<file path="config.mk">
export PLATFORM = sky130hd
export DESIGN_NAME = calc_queue
export DESIGN_NICKNAME = d
export VERILOG_FILES = /design/src/rtl/calc_pkg.sv /design/src/rtl/queue_ram.sv /design/src/rtl/calc_queue.sv
export SDC_FILE = /design/constraint.sdc
export NUM_CORES = 1
export LEC_CHECK = 0
export ABC_AREA = 1
export CAP_MARGIN = 40
export CORE_ASPECT_RATIO = 0.6
export CORE_UTILIZATION = 61
export DETAILED_ROUTE_END_ITERATION = 8
export PLACE_DENSITY = 0.92
export SLEW_MARGIN = 10
export SYNTH_ARGS = -nofsm -noshare
export SYNTH_HDL_FRONTEND = slang
export SYNTH_SLANG_ARGS = --single-unit
</file>
<file path="constraint.sdc">
create_clock -name clk -period 4.25 [get_ports clk]
set_input_delay 0.85 -clock clk [delete_from_list [all_inputs] [get_ports clk]]
set_output_delay 0.85 -clock clk [all_outputs]
set_load 0.05 [all_outputs]
</file>
<file path="src/rtl/calc_pkg.sv">
// Shared calculator definitions: datapath width, ALU opcodes and queue command codes.
package calc_pkg;

    localparam int DATA_W = 8;

    // ALU opcodes
    localparam logic [2:0] ALU_PUSH = 3'd0;
    localparam logic [2:0] ALU_POP  = 3'd1;
    localparam logic [2:0] ALU_ADD  = 3'd2;
    localparam logic [2:0] ALU_MULL = 3'd3;
    localparam logic [2:0] ALU_SUB  = 3'd4;
    localparam logic [2:0] ALU_DIV  = 3'd5;
    localparam logic [2:0] ALU_REM  = 3'd6;

    // Queue commands issued by the ALU
    typedef enum logic [1:0] {
        Q_PUSH         = 2'b00,
        Q_SLEEP        = 2'b01,
        Q_GET_AND_PUSH = 2'b10,
        Q_POP          = 2'b11
    } queue_op_e;

endpackage

</file>
<file path="src/rtl/queue_ram.sv">
// Operand storage: one synchronous write port, two asynchronous read ports.
module queue_ram
    import calc_pkg::*;
#(
    parameter int DEPTH  = 8,
    parameter int ADDR_W = $clog2(DEPTH)
) (
    input  logic              clk,
    input  logic              i_we,
    input  logic [ADDR_W-1:0] i_waddr,
    input  logic [DATA_W-1:0] i_wdata,
    input  logic [ADDR_W-1:0] i_raddr0,
    input  logic [ADDR_W-1:0] i_raddr1,
    output logic [DATA_W-1:0] o_rdata0,
    output logic [DATA_W-1:0] o_rdata1
);

    logic [DATA_W-1:0] r_mem [DEPTH];

    // Write port; contents are intentionally left unreset.
    always_ff @(posedge clk) begin
        if (i_we) begin
            r_mem[i_waddr] <= i_wdata;
        end
    end

    assign o_rdata0 = r_mem[i_raddr0];
    assign o_rdata1 = r_mem[i_raddr1];

endmodule

</file>
<file path="src/rtl/calc_queue.sv">
// Circular operand queue behind the calculator ALU.
// Occupancy is tracked by count; head/tail wrap naturally at ADDR_W bits.
module calc_queue
    import calc_pkg::*;
#(
    parameter int DEPTH = 8
) (
    input  logic                      clk,
    input  logic                      rst,
    input  logic                      op_valid,
    input  logic [1:0]                queue_op,
    input  logic [DATA_W-1:0]         wr_data,
    input  logic                      calc_err,
    output logic [2*DATA_W-1:0]       operands,
    output logic [DATA_W-1:0]         pop_data,
    output logic [$clog2(DEPTH):0]    count,
    output logic                      empty,
    output logic                      full,
    output logic                      op_done,
    output logic                      err_ovf,
    output logic                      err_unf
);

    localparam int ADDR_W = $clog2(DEPTH);
    localparam logic [ADDR_W:0] C_DEPTH = (ADDR_W+1)'(DEPTH);
    localparam logic [ADDR_W:0] C_ONE   = (ADDR_W+1)'(1);
    localparam logic [ADDR_W:0] C_TWO   = (ADDR_W+1)'(2);

    logic [ADDR_W-1:0] r_head, r_tail;
    logic [ADDR_W:0]   r_count;
    logic [DATA_W-1:0] r_pop_data;
    logic              r_op_done, r_err_ovf, r_err_unf, r_empty, r_full;

    logic [ADDR_W-1:0] w_head1, w_head_nxt, w_tail_nxt;
    logic [ADDR_W:0]   w_count_nxt;
    logic [DATA_W-1:0] w_rd0, w_rd1;
    logic              w_accept, w_we, w_pop_ld, w_ovf_set, w_unf_set;

    assign w_head1 = r_head + ADDR_W'(1);

    // A write issued in a reset cycle must not reach the array.
    queue_ram #(.DEPTH(DEPTH), .ADDR_W(ADDR_W)) u_ram (
        .clk      (clk),
        .i_we     (w_we & rst),
        .i_waddr  (r_tail),
        .i_wdata  (wr_data),
        .i_raddr0 (r_head),
        .i_raddr1 (w_head1),
        .o_rdata0 (w_rd0),
        .o_rdata1 (w_rd1)
    );

    // Command decode, legality check and next pointer/count values.
    always_comb begin
        w_accept    = 1'b0;
        w_we        = 1'b0;
        w_pop_ld    = 1'b0;
        w_ovf_set   = 1'b0;
        w_unf_set   = 1'b0;
        w_head_nxt  = r_head;
        w_tail_nxt  = r_tail;
        w_count_nxt = r_count;
        if (op_valid && !calc_err) begin
            case (queue_op_e'(queue_op))
                Q_PUSH: begin
                    if (r_count != C_DEPTH) begin
                        w_accept    = 1'b1;
                        w_we        = 1'b1;
                        w_tail_nxt  = r_tail + ADDR_W'(1);
                        w_count_nxt = r_count + C_ONE;
                    end else begin
                        w_ovf_set = 1'b1;
                    end
                end
                Q_POP: begin
                    if (r_count != '0) begin
                        w_accept    = 1'b1;
                        w_pop_ld    = 1'b1;
                        w_head_nxt  = w_head1;
                        w_count_nxt = r_count - C_ONE;
                    end else begin
                        w_unf_set = 1'b1;
                    end
                end
                Q_GET_AND_PUSH: begin
                    // When full, the slot written is the old head being freed.
                    if (r_count >= C_TWO) begin
                        w_accept    = 1'b1;
                        w_we        = 1'b1;
                        w_head_nxt  = r_head + ADDR_W'(2);
                        w_tail_nxt  = r_tail + ADDR_W'(1);
                        w_count_nxt = r_count - C_ONE;
                    end else begin
                        w_unf_set = 1'b1;
                    end
                end
                default: ;
            endcase
        end
    end

    // State and registered status update; reset overrides any command.
    always_ff @(posedge clk) begin
        if (!rst) begin
            r_head     <= '0;
            r_tail     <= '0;
            r_count    <= '0;
            r_pop_data <= '0;
            r_op_done  <= 1'b0;
            r_err_ovf  <= 1'b0;
            r_err_unf  <= 1'b0;
            r_empty    <= 1'b1;
            r_full     <= 1'b0;
        end else begin
            r_head    <= w_head_nxt;
            r_tail    <= w_tail_nxt;
            r_count   <= w_count_nxt;
            r_op_done <= w_accept;
            r_err_ovf <= r_err_ovf | w_ovf_set;
            r_err_unf <= r_err_unf | w_unf_set;
            r_empty   <= (w_count_nxt == '0);
            r_full    <= (w_count_nxt == C_DEPTH);
            if (w_pop_ld) begin
                r_pop_data <= w_rd0;
            end
        end
    end

    assign operands = {(r_count >= C_TWO) ? w_rd1 : {DATA_W{1'b0}},
                       (r_count != '0)    ? w_rd0 : {DATA_W{1'b0}}};
    assign pop_data = r_pop_data;
    assign count    = r_count;
    assign empty    = r_empty;
    assign full     = r_full;
    assign op_done  = r_op_done;
    assign err_ovf  = r_err_ovf;
    assign err_unf  = r_err_unf;

endmodule

</file>
==> results.cfg <==
[outcome]
status = complete, but fails checks
violations = design-rule violations

[die]
fp-row-count = 23
die_y_um = 67.70
initial_core_util_pct = 64.34
die-area_mm2 = 0.007548
core-area_mm2 = 0.006820
die_w_um = 111.5
io-pin-count = 47

[timing]
hold_violations = 0
min_period_ps = 3703
fmax_mhz = 270.0
tightest_slew_ps = 889.8
maxSlewHeadroom_pct = 40.46
skew_ps = 5.993
setup_tns_ps = 0
rsz0062_at_grt = no
slew_violations = 0
finalCritPeriodShare_pct = 87.14
setup_viol = 0

[power_and_ir_drop]
sw_frac_of_total_pct = 27.17
power.density_mw_per_mm2 = 376.1
seq_power_share_pct = 48.5
p_int_uw = 1436
irDropWorstVdd_v = 0.0003460
p_clk_share_pct = 37.8
fin_total_pwr_uw = 1972
pwr-share-comb_pct = 13.6
leakage_uw = 0.001965
p_sw_uw = 535.8

[place]
dp_hpwl_um = 8136
gp_congestion = 0.9670
postPlaceCellArea_mm2 = 0.004964
numPortBuffers = 46

[critical_path]
worstPathMaxFanout = 40
cp.required_ps = 3400
ff2ff_setup_slack_ps = 1530
end_kind = output pin
critPathMaxStageDelay_ps = 830
worst_r2r_path_depth = 9
crit_type = flip-flop to output pin
critPathCapture = operands[6]
cp-start-kind = flip-flop
r2r_end = u_ram.r_mem[4][1]$_DFFE_PP_
reg2reg_from = count[1]$_SDFF_PN0_
arrival_ps = 2850
critPathSlowestCell = clkdlybuf4s50_1
crit_chain = buf_4 -> inv_2 -> o21ai_0 -> o211ai_1 -> o21ai_1 -> nor2_1 -> clkdlybuf4s50_1

[clock_tree]
clk_pin_slew_worst_paths_ps = 60
clockBufferDepth = 2
cts_hold_buf = 0
cts_tree = done
cts_max_level = 3
cts_made_buffers = 9
clk-insertion-delay-late_ps = 350
cts.root.buffer_cell = clkbuf_16
cts_resized = 0
cts_num_sinks = 90
cts_setup_buffers = 0

[global_routing]
grt_max_degree = 44
grt_pass1_vias = 3515
antenna_found_initial = 0
grt_pass1_wl_um = 17910
grt.total_usage_pct = 33.05
overflow = 0

[logic_synthesis]
synth_area_leaders = edfxtp_1 44%, dfxtp_1 12%, nand2_1 6.4%
avgSynthCellArea_um2 = 8.973
synth_top_area_cell = edfxtp_1
ys_seq_area_share_pct = 55.66
ys_warn_count = 0
synth_top_area_share_pct = 43.80
synthesis.area_mm2 = 0.004388
syn-num-nets = 509
ys_ff_latch = 90
synth_cells = 489
synth_cell_type_count = 33

[detailed_routing]
totalWireLength_um = 11950
first_pass_iters = 8
drtIter0Drc = 550
num_vias = 3921
drt-wirelength-per-cell_um = 19.27
drc_errors = 6
avgViaCountPerCell = 6.324
ant_nets = 0

[final_layout]
syn2layout_area_growth_pct = 19.50
final_nets = 548
n_antenna_cell = 0
drive_above_1_share_pct = 10.69
fin_area_mm2 = 0.005244
utilization_pct = 76.89

[worst_hold_path]
min_path_type = flip-flop to flip-flop

[run]
maxCapViolCount = 0
-- layer usage --
layer / vias up / global-route usage (%) / routed length, um
met2: 313 / 51.56 / 5283
li1: 1769 / - / -
met1: 1792 / 42.89 / 4635
met5: - / 0 / 0
met4: 0 / 13.51 / 306
met3: 47 / 11.58 / 1720
-- registers in the layout (all words and copies together), names as in the netlist, named ones only --
signal	flops
count	4
empty	1
err_ovf	1
err_unf	1
full	1
op_done	1
pop_data	8
r_head	3
r_tail	3
u_ram.r_mem	64
-- cells in the mapped netlist --
master and n:
nor3b_1 1, o211ai_1 8, o22ai_1 8, o21ai_0 49, buf_6 2, ha_1 6
inv_1 27, nand4_1 2, nand2_1 75, nand2_4 2, o21ai_2 1, clkbuf_1 12
xor2_1 1, a211oi_1 8, nand3_2 1, nor2_4 4, edfxtp_1 64, xnor2_1 1
buf_1 1, o21ai_1 23, mux2i_1 1, dfxtp_1 26, nand2_2 7, nor2_2 3
clkinv_1 1, nor3_1 3, a21oi_2 2, nor2_1 70, a31oi_1 1, a21oi_1 39
nand3_1 23, inv_2 9, buf_2 8
-- power groups by stage --
stage / clock, uW / sequential (uW) / combinational (uW)
final: 746 / 957 / 269
after global routing: 784 / 957 / 283
after CTS: 746 / 956 / 265
after detailed placement: 0 / 975 / 262
after global placement: 0 / 974 / 257
after floorplan: 0 / 996 / 137
-- cells in the final DEF (no fill, tap or decap), types with 7 or more instances in the layout --
| cell type | n |
|---|---|
| a21oi_1 | 39 |
| nand2_2 | 7 |
| clkdlybuf4s50_1 | 38 |
| nand3_1 | 23 |
| o211ai_1 | 8 |
| o21ai_0 | 49 |
| a211oi_1 | 8 |
| inv_1 | 27 |
| buf_12 | 8 |
| o22ai_1 | 8 |
| o21ai_1 | 23 |
| nor2_1 | 70 |
| edfxtp_1 | 64 |
| inv_2 | 9 |
| nand2_1 | 75 |
| clkbuf_16 | 9 |
| dfxtp_1 | 26 |
-- worst max-delay path, delay by kind of cell (launching register included) --
kind | cells | cell delay, ps
AOI/OAI and AO/OA | 3 | 480
buffers and inverters | 3 | 1540
DFF | 1 | 310
and+or+nand+nor | 1 | 160
-- worst min-delay path by stage --
stage / cells after the start / start / to / slack (ps)
global route: 2 / err_ovf$_SDFF_PN0_ / err_ovf$_SDFF_PN0_ / 510
CTS: 2 / err_ovf$_SDFF_PN0_ / err_ovf$_SDFF_PN0_ / 470
floorplan: 2 / r_head[2]$_SDFFE_PN0N_ / flip-flop / 490
finish: 2 / err_ovf$_SDFF_PN0_ / err_ovf$_SDFF_PN0_ / 480
detailed placement: 2 / err_unf$_SDFF_PN0_ / err_unf$_SDFF_PN0_ / 450
global placement: 2 / err_unf$_SDFF_PN0_ / err_unf$_SDFF_PN0_ / 450
-- cells by family (layout without fill, tap and decap cells) --
| kind of cell | after synthesis | in the layout | synth area share, % |
|---|---|---|---|
| compound gates | 139 | 139 | 17.28 |
| xor+xnor | 2 | 2 | 0.3993 |
| fa+ha+maj | 6 | 6 | 1.711 |
| buf+inv | 60 | 104 | 5.703 |
| flops | 90 | 90 | 55.66 |
| mux | 1 | 1 | 0.2281 |
| simple gates | 191 | 191 | 19.02 |
-- layout make-up --
| type | count | area, um^2 |
|---|---|---|
| Clock buffer | 9 | 225.2 |
| Clock inverter | 7 | 55.05 |
| Timing Repair Buffer | 51 | 578.1 |
| Inverter | 37 | 138.9 |
| Tap cell | 87 | 108.9 |
| Fill cell | 427 | 1577 |
| Multi-Input combinational cell | 339 | 1695 |
| Sequential cell | 90 | 2442 |
-- per-stage QoR --
step | instances | setup slack [ps] | hold slack, ps
after floorplan | 489 | 900.9 | 494.9
after global placement | 604 | 1017 | 447.4
after detailed placement | 604 | 924.3 | 454.8
after CTS | 620 | 604.6 | 474.0
after global routing | 620 | 401.4 | 509.1
final | 620 | 546.7 | 475.3
(Power assumes the default switching activity.)
